<file path="src/rtl/display_pkg.sv">
// Shared definitions for the debug display path: view count, debounce
// state encoding, blanking polarity and select wrap helpers.
package display_pkg;

  localparam int DISP_NUM_VIEWS = 24;
  localparam int DISP_SEL_W     = 5;
  localparam logic DISP_OFF     = 1'b1;

  typedef enum logic [1:0] {
    RELEASED = 2'd0,
    CHK_DN   = 2'd1,
    PRESSED  = 2'd2,
    CHK_UP   = 2'd3
  } db_state_t;

  // Wrapping step helpers; num_views is the count of legal codes.
  function automatic logic [DISP_SEL_W-1:0] sel_inc(input logic [DISP_SEL_W-1:0] sel,
                                                    input int num_views);
    logic [DISP_SEL_W-1:0] last;
    last = DISP_SEL_W'(num_views - 1);
    return (sel == last) ? '0 : sel + DISP_SEL_W'(1);
  endfunction

  function automatic logic [DISP_SEL_W-1:0] sel_dec(input logic [DISP_SEL_W-1:0] sel,
                                                    input int num_views);
    return (sel == '0) ? DISP_SEL_W'(num_views - 1) : sel - DISP_SEL_W'(1);
  endfunction

endpackage

</file>
<file path="src/rtl/display_select_ctrl_key_debounce.sv">
// One pushbutton: 2-flop synchronizer, four-state debounce FSM with its
// own counter, and a single-cycle press pulse on each accepted press.
module key_debounce
  import display_pkg::*;
#(
  parameter int DEBOUNCE_CYCLES = 500000
) (
  input  logic Clock,
  input  logic Resetn,
  input  logic key_n,
  output logic press
);

  localparam int CNT_W = (DEBOUNCE_CYCLES > 1) ? $clog2(DEBOUNCE_CYCLES) : 1;
  localparam logic [CNT_W-1:0] CNT_LAST = CNT_W'(DEBOUNCE_CYCLES - 1);

  logic             sync1_reg, sync2_reg;
  db_state_t        state_reg, state_next;
  logic [CNT_W-1:0] cnt_reg, cnt_next;
  logic             press_reg, press_next;

  always_ff @(posedge Clock or negedge Resetn) begin
    if (!Resetn) begin
      sync1_reg <= 1'b1;
      sync2_reg <= 1'b1;
      state_reg <= RELEASED;
      cnt_reg   <= '0;
      press_reg <= 1'b0;
    end else begin
      sync1_reg <= key_n;
      sync2_reg <= sync1_reg;
      state_reg <= state_next;
      cnt_reg   <= cnt_next;
      press_reg <= press_next;
    end
  end

  // Counter only advances inside the two checking states and is zero elsewhere,
  // so every state change leaves it cleared.
  always_comb begin
    state_next = state_reg;
    cnt_next   = '0;
    press_next = 1'b0;
    case (state_reg)
      RELEASED: if (!sync2_reg) state_next = CHK_DN;
      CHK_DN: begin
        if (sync2_reg) begin
          state_next = RELEASED;
        end else if (cnt_reg == CNT_LAST) begin
          state_next = PRESSED;
          press_next = 1'b1;
        end else begin
          cnt_next = cnt_reg + CNT_W'(1);
        end
      end
      PRESSED: if (sync2_reg) state_next = CHK_UP;
      CHK_UP: begin
        if (!sync2_reg) begin
          state_next = PRESSED;
        end else if (cnt_reg == CNT_LAST) begin
          state_next = RELEASED;
        end else begin
          cnt_next = cnt_reg + CNT_W'(1);
        end
      end
      default: state_next = RELEASED;
    endcase
  end

  assign press = press_reg;

endmodule

</file>
<file path="src/rtl/display_select_ctrl.sv">
// Display view selector: debounced up/down keys, optional auto-scroll timer,
// and a synchronized blanking control for the debug display mux.
module display_select_ctrl
  import display_pkg::*;
#(
  parameter int NUM_VIEWS       = DISP_NUM_VIEWS,
  parameter int DEBOUNCE_CYCLES = 500000,
  parameter int SCROLL_CYCLES   = 50000000
) (
  input  logic                  Clock,
  input  logic                  Resetn,
  input  logic                  KEY_Up,
  input  logic                  KEY_Down,
  input  logic                  Auto_Scroll,
  input  logic                  Blank_Switch,
  output logic [DISP_SEL_W-1:0] Display_Select,
  output logic                  Display_Enable,
  output logic                  Select_Changed
);

  localparam int TMR_W = (SCROLL_CYCLES > 1) ? $clog2(SCROLL_CYCLES) : 1;
  localparam logic [TMR_W-1:0]      TMR_LAST = TMR_W'(SCROLL_CYCLES - 1);
  localparam logic [DISP_SEL_W-1:0] SEL_LAST = DISP_SEL_W'(NUM_VIEWS - 1);

  logic [1:0] key_n_vec, press_vec;
  logic       up_press, down_press, expiry;

  logic [DISP_SEL_W-1:0] sel_reg, sel_next;
  logic [TMR_W-1:0]      tmr_reg, tmr_next;
  logic                  changed_reg, changed_next;
  logic                  blank_sync1_reg, blank_sync2_reg;

  // Index 0 is the Up key, index 1 the Down key.
  assign key_n_vec = {KEY_Down, KEY_Up};

  genvar gi;
  generate
    for (gi = 0; gi < 2; gi++) begin : g_key
      key_debounce #(
        .DEBOUNCE_CYCLES(DEBOUNCE_CYCLES)
      ) u_key_debounce (
        .Clock (Clock),
        .Resetn(Resetn),
        .key_n (key_n_vec[gi]),
        .press (press_vec[gi])
      );
    end
  endgenerate

  assign up_press   = press_vec[0];
  assign down_press = press_vec[1];

  always_comb begin
    sel_next = sel_reg;
    tmr_next = tmr_reg;
    expiry   = Auto_Scroll && (tmr_reg == TMR_LAST);

    // Any accepted press restarts the timer and swallows a coincident expiry.
    if (up_press || down_press) begin
      tmr_next = '0;
    end else if (!Auto_Scroll || expiry) begin
      tmr_next = '0;
    end else begin
      tmr_next = tmr_reg + TMR_W'(1);
    end

    if (sel_reg > SEL_LAST) begin
      sel_next = '0;
    end else if (up_press && down_press) begin
      sel_next = sel_reg;
    end else if (up_press) begin
      sel_next = sel_inc(sel_reg, NUM_VIEWS);
    end else if (down_press) begin
      sel_next = sel_dec(sel_reg, NUM_VIEWS);
    end else if (expiry) begin
      sel_next = sel_inc(sel_reg, NUM_VIEWS);
    end

    changed_next = (sel_next != sel_reg);
  end

  always_ff @(posedge Clock or negedge Resetn) begin
    if (!Resetn) begin
      sel_reg         <= '0;
      tmr_reg         <= '0;
      changed_reg     <= 1'b0;
      blank_sync1_reg <= DISP_OFF;
      blank_sync2_reg <= DISP_OFF;
    end else begin
      sel_reg         <= sel_next;
      tmr_reg         <= tmr_next;
      changed_reg     <= changed_next;
      blank_sync1_reg <= Blank_Switch;
      blank_sync2_reg <= blank_sync1_reg;
    end
  end

  assign Display_Select = sel_reg;
  assign Display_Enable = blank_sync2_reg;
  assign Select_Changed = changed_reg;

endmodule
</file>
<file path="config.mk">
export PLATFORM = sky130hd
export DESIGN_NAME = display_select_ctrl
export DESIGN_NICKNAME = d
export VERILOG_FILES = /design/src/rtl/display_pkg.sv /design/src/rtl/display_select_ctrl_key_debounce.sv /design/src/rtl/display_select_ctrl.sv
export SDC_FILE = /design/constraint.sdc
export NUM_CORES = 1
export LEC_CHECK = 0
export CELL_PAD_IN_SITES_DETAIL_PLACEMENT = 1
export CELL_PAD_IN_SITES_GLOBAL_PLACEMENT = 1
export CORE_MARGIN = 2
export CORE_UTILIZATION = 47
export DETAILED_ROUTE_END_ITERATION = 8
export PLACE_DENSITY = 0.88
export RECOVER_POWER = 100
export SLEW_MARGIN = 10
export SYNTH_ARGS = -nofsm -noshare
export SYNTH_HDL_FRONTEND = slang
export SYNTH_SLANG_ARGS = --single-unit
</file>
<file path="constraint.sdc">
create_clock -name Clock -period 3 [get_ports Clock]
set_clock_uncertainty 0.2 [all_clocks]
set_input_delay 0.6 -clock Clock [delete_from_list [all_inputs] [get_ports Clock]]
set_output_delay 0.6 -clock Clock [all_outputs]
set_load 0.01 [all_outputs]
</file>
### Word level (Yosys, flattened, before mapping)

Index checks and enable logic that the tools add are counted.

| storage, ports and cells | value |
|---|---|
| logic and storage cells | 87 |
| flip-flop bits (word level) | 82 |
| input bits | 6 |

| cells by class | value |
|---|---|
| eq/ne operators | 19 |
| mux-type cells | 37 |
| reduce and logical (&&, ||, !) cells | 10 |
| add/sub/neg operators | 5 |
| magnitude comparators | 1 |

Operator list:

| operator | number |
|---|---|
| $mux W19 | 6 |
| $pmux W19 S2 | 2 |
| $mux W26 | 2 |
| $add A19 B1 Y19 const B | 2 |
| $eq A19 B19 Y1 const B | 2 |
| $mux W5 | 7 |
| $add A26 B1 Y26 const B | 1 |
| $eq A26 B26 Y1 const B | 1 |
| $mux W2 | 12 |
| $pmux W2 S4 | 2 |
| $eq A2 B2 Y1 const B | 4 |
| $reduce_and A4 Y1 | 2 |
| $mux W1 | 6 |
| $ne A3 B1 Y1 const B | 2 |
| $ne A3 B3 Y1 const B | 2 |
| $add A5 B1 Y5 const B | 1 |
| $eq A5 B5 Y1 const B | 1 |
| $gt A5 B5 Y1 const B | 1 |
| $logic_not A5 Y1 | 1 |
| $ne A5 B5 Y1 | 1 |
| $sub A5 B1 Y5 const B | 1 |
| $eq A2 B1 Y1 const B | 2 |
| $logic_not A2 Y1 | 2 |
| $ne A2 B1 Y1 const B | 2 |
| 4 further kinds | 7 |

### Logic depth before layout (Yosys ltp)

| logic depth | value |
|---|---|
| word-level depth | 8 |
| mapped depth | 8 |
| mapped depth without buffers | 7 |

### Cells and area by module

From an unflattened synthesis, not the netlist that was laid out.

| second synthesis, totals | value |
|---|---|
| cells, all modules | 421 |
| area total of the unflattened synthesis | 4205.3 um^2 |

By module, submodules not included:

| module | cells an instance | sequential area each (um^2) | times used | area each (um^2) |
|---|---|---|---|---|
| key_debounce | 110 | 603.1 | 2 | 1164.9 |
| display_select_ctrl | 201 | 853.3 | 1 | 1875.5 |

### Worst setup path before layout

No wires, ideal clock.

| timing | value |
|---|---|
| path kind | reg2reg |
| start point | register tmr_reg[8] |
| end point | register changed_reg, in the netlist Select_Changed |
| path slack | 0.610 ns |
| setup time | 0.124 ns |
| clock period less this slack | 2.390 ns |
| required time | 2.676 ns |
| arrival | 2.066 ns |
| cell stages (with the launch flop) | 6 |
| cells stage by stage | dfrtp_1 > or4_4 > nor4_4 > a31oi_2 > mux2_4 > a211o_1 |

| on the way | value |
|---|---|
| word-level cells in the longest chain between the ends | 8 |

RTL lines:

| what | line | RTL |
|---|---|---|
| start: declaration | display_select_ctrl.sv:29 | `logic [TMR_W-1:0] tmr_reg, tmr_next;` |
| start signal: assignment | display_select_ctrl.sv:91 | `tmr_reg <= tmr_next;` |
| $eq A26 B26 Y1 | display_select_ctrl.sv:56 | `expiry = Auto_Scroll && (tmr_reg == TMR_LAST);` |
| $logic_and A1 B1 Y1 | display_select_ctrl.sv:56 |  |
| $mux W5 | display_select_ctrl.sv:75 | `end else if (expiry) begin` |
| $mux W5 | display_select_ctrl.sv:73 | `end else if (down_press) begin` |
| $mux W5 | display_select_ctrl.sv:71 | `end else if (up_press) begin` |
| $mux W5 | display_select_ctrl.sv:69 | `end else if (up_press && down_press) begin` |
| $mux W5 | display_select_ctrl.sv:67 | `if (sel_reg > SEL_LAST) begin` |
| $ne A5 B5 Y1 | display_select_ctrl.sv:79 | `changed_next = (sel_next != sel_reg);` |
| named net changed_next | display_select_ctrl.sv:30 | `logic changed_reg, changed_next;` |
| end signal: assignment | display_select_ctrl.sv:92 | `changed_reg <= changed_next;` |
| end: declaration | display_select_ctrl.sv:30 |  |

The timed path passes the listed nets, and every way through them passes these cells.
A chain may end at the register's enable or synchronous reset.

### Worst setup path after layout

| timing | value |
|---|---|
| start point | register tmr_reg[7] |
| end point | register changed_reg, in the netlist Select_Changed |

Same word-level chain as after synthesis.

==> summary.txt <==
Worst setup path
  – Critical path type: reg2reg
  – R2r setup slk: 310 ps
  – Top cell family by delay on the critical path: simple AND/OR/NAND/NOR gates
  – WP data required: 3050 ps
  – WP buf/inv: 0
  – Worst R2R End: Select_Changed
  – Worst-path fanout max: 6
  – CP startpoint kind: flop
  – Crit path depth: 5
  – RR Startpoint: tmr_reg[7]
  – CP Capture Point: Select_Changed
  – CP max stage delay: 500 ps
  – Setup crit end kind: flop
  – CP max-delay cell: or3b_2
  – Reg2Reg Depth: 5
  – Arr. time, crit path: 2740 ps
  – CP startpoint: tmr_reg[7]
  – Cell Chain, Critical Path: or3b_2 -> nor4_2 -> a31oi_1 -> mux2_4 -> a211o_1

Global route
  – Tot GR Track Use: 0.215
  – First-pass GRT wire length: 16700 µm
  – Initial antenna violation count: 0
  – GR Overflow Total: 0
  – Vias in the first global route: 3386
  – Largest net degree at the start of global routing: 43

Logic synthesis
  – Yosys reg bits: 82
  – Cells after Synth: 423
  – Syn avg cell area: 9.80 µm²
  – Post-Syn Area: 0.00415 mm²
  – Yosys warnings: 0
  – Post-synth ARST share: 1.00
  – Seq/Total Area, Yosys: 0.497
  – Top_reg_cell synth: dfrtp_1
  – EDFF count, synth: 0
  – Unique masters post-synth: 50
  – Post-Syn Nets: 434

Power and ir drop
  – Clk pwr share: 0.410
  – Seq pwr share: 0.560
  – PwrDens: 444 mW/mm²
  – Internal power: 1.56 mW
  – Logic pwr share: 0.030
  – LEAKAGE: 1.79 nW
  – P_sw: 455 µW
  – Sw Ratio: 0.226
  – VDD IR max: 0.266 mV

Floorplan
  – # rows: 34
  – CORE AREA: 0.00864 mm²
  – # IOs: 13
  – Die span in x: 97.9 µm
  – Die area: 0.00959 mm²
  – Initial Utilization: 0.480
  – Die Ht: 97.9 µm

Place
  – Detail Placement HPWL: 6580 µm
  – RePlAce Congestion: 0.830
  – Port Buffers: 12

Clock tree
  – Clock Pin Slew Worst Setup and Hold Paths: 90 ps
  – Max clock buf depth: 2
  – Root buf cell: clkbuf_8
  – CTS tree: built
  – Post-CTS Setup Repair Bufs: 0
  – H-tree levels: 3
  – Clock Latency Late Sink: 360 ps
  – Post-CTS resize count: 0
  – # hold bufs at CTS: 0
  – Clk sinks: 82
  – Num CTS Buffers: 9

Drt
  – DRC: 0
  – WL met1: 4300 µm
  – 1st-pass router iterations: 4
  – Final antenna-violating net count: 0
  – Wire length on met2: 5100 µm
  – Via Count: 3163
  – Routed length per instance: 17.7 µm
  – WL final: 9730 µm
  – First DRT Iteration DRCs: 98
  – Vias per inst: 5.77
  – Top sig layer: met4
  – Met3 WL: 233 µm

STA
  – Final setup viols: 0
  – Final Max Tran Viols: 41
  – Setup TNS Final: 0 ps
  – Post-layout min period: 2690 ps
  – RSZ-0062 raised after global routing: false
  – Period utilisation layout: 0.896
  – Slew Limit Headroom: -0.545
  – Worst-Margin Slew: 2320 ps
  – F_max: 372 MHz
  – Final hold vios: 0

Min path
  – Hold Crit Class: reg2reg

Cells and area
  – # fillers: 995
  – NumNets Final: 446
  – Layout area overhead: 9.48%
  – Share of post-route cells with drive strength above 1: 0.0773
  – Post-layout util: 0.526
  – Max FFs per register: 38
  – # diodes: 0

Outcome
  – Failing checks: max-capacitance violations, max-slew violations
  – Outcome: finished with violations

Flow run
  – Number of max-cap violations: 1
[metrics by stage]
| stage | setup slack (ps) | total power, mW | hold slack, ps | std cells | cell area (µm²) |
|---|---|---|---|---|---|
| 5_1_grt | 106 | 2.09 | 164 | 548 | 4540 |
| 2_1_floorplan | 610 | 1.17 | 104 | 423 | 4150 |
| 6_report | 311 | 2.02 | 159 | 548 | 4540 |
| 3_3_place_gp | 300 | 1.21 | 146 | 532 | 4350 |
| 3_5_place_dp | 246 | 1.22 | 147 | 532 | 4350 |
| 4_1_cts | 407 | 2.05 | 38.5 | 548 | 4560 |
[metal layers]
layer  vias up  GRT usage
li1       1487          -
met4         0     0.0641
met3        12     0.0487
met1      1629      0.256
met2        35      0.389
met5         -          0
[cells in the mapped netlist, drive strengths merged (7+ instances only)]
library cell | n | area share
nor3 | 18 | 0.022
and3 | 7 | 0.011
nand3 | 25 | 0.030
xor2 | 21 | 0.044
nand2 | 29 | 0.026
xnor2 | 37 | 0.078
and4 | 7 | 0.015
nor4 | 12 | 0.025
inv | 15 | 0.014
dfrtp | 76 | 0.46
nor2 | 75 | 0.068
nand4 | 16 | 0.024
[power groups by stage]
| stage | registers, mW | logic, mW | clock network [mW] |
|---|---|---|---|
| final | 1.13 | 0.0609 | 0.827 |
| after global routing | 1.13 | 0.0713 | 0.889 |
| after CTS | 1.13 | 0.0654 | 0.853 |
| after detailed placement | 1.15 | 0.0654 | 0 |
| after global placement | 1.15 | 0.0624 | 0 |
| after floorplan | 1.15 | 0.0257 | 0 |
[worst min path at each step]
stage | slack [ps] | start | end | cells after the start
final | 160 | g_key[0].u_key_debounce.sync1_reg | g_key[0].u_key_debounce.sync2_reg | 0
after global routing | 160 | g_key[1].u_key_debounce.sync1_reg | g_key[1].u_key_debounce.sync2_reg | 0
after CTS | 40 | Resetn | Display_Select[1] | 1
after detailed placement | 150 | g_key[0].u_key_debounce.sync1_reg | g_key[0].u_key_debounce.sync2_reg | 0
after global placement | 150 | g_key[1].u_key_debounce.sync1_reg | g_key[1].u_key_debounce.sync2_reg | 0
after floorplan | 100 | Resetn | Display_Select[0] | 0
[cell families after synthesis]
family / synth area share
fa+ha+maj: 0.0151
buf+inv: 0.0293
simple gates: 0.269
xor+xnor: 0.123
compound gates: 0.0564
flops: 0.497
mux: 0.0109
[cell type report]
| type | instances | area, µm² | share of cell area |
|---|---|---|---|
| Clock buffer | 11 | 151 | 0.0334 |
| Clock inverter | 5 | 52.6 | 0.0116 |
| Inverter | 15 | 56.3 | 0.0124 |
| Multi-Input combinational cell | 314 | 1950 | 0.430 |
| Sequential cell | 82 | 2060 | 0.454 |
| Tap cell | 108 | 135 | 0.0298 |
| Timing Repair Buffer | 13 | 134 | 0.0295 |
[cell usage in the layout (no fill, tap or decap), drive strengths merged, types with 5 or more instances in the layout]
| cell type | n |
|---|---|
| dfrtp | 76 |
| nor2 | 75 |
| xnor2 | 37 |
| nand2 | 29 |
| nand3 | 25 |
| xor2 | 21 |
| nor3 | 18 |
| nand4 | 16 |
| inv | 15 |
| clkbuf | 12 |
| nor4 | 12 |
| dlygate4sd3 | 10 |
| and3 | 7 |
| and4 | 7 |
| dfstp | 6 |
| a21oi | 6 |
| nor4b | 5 |
| o21ai | 5 |
| ha | 5 |
No activity file was read; power rests on OpenSTA's default activity.
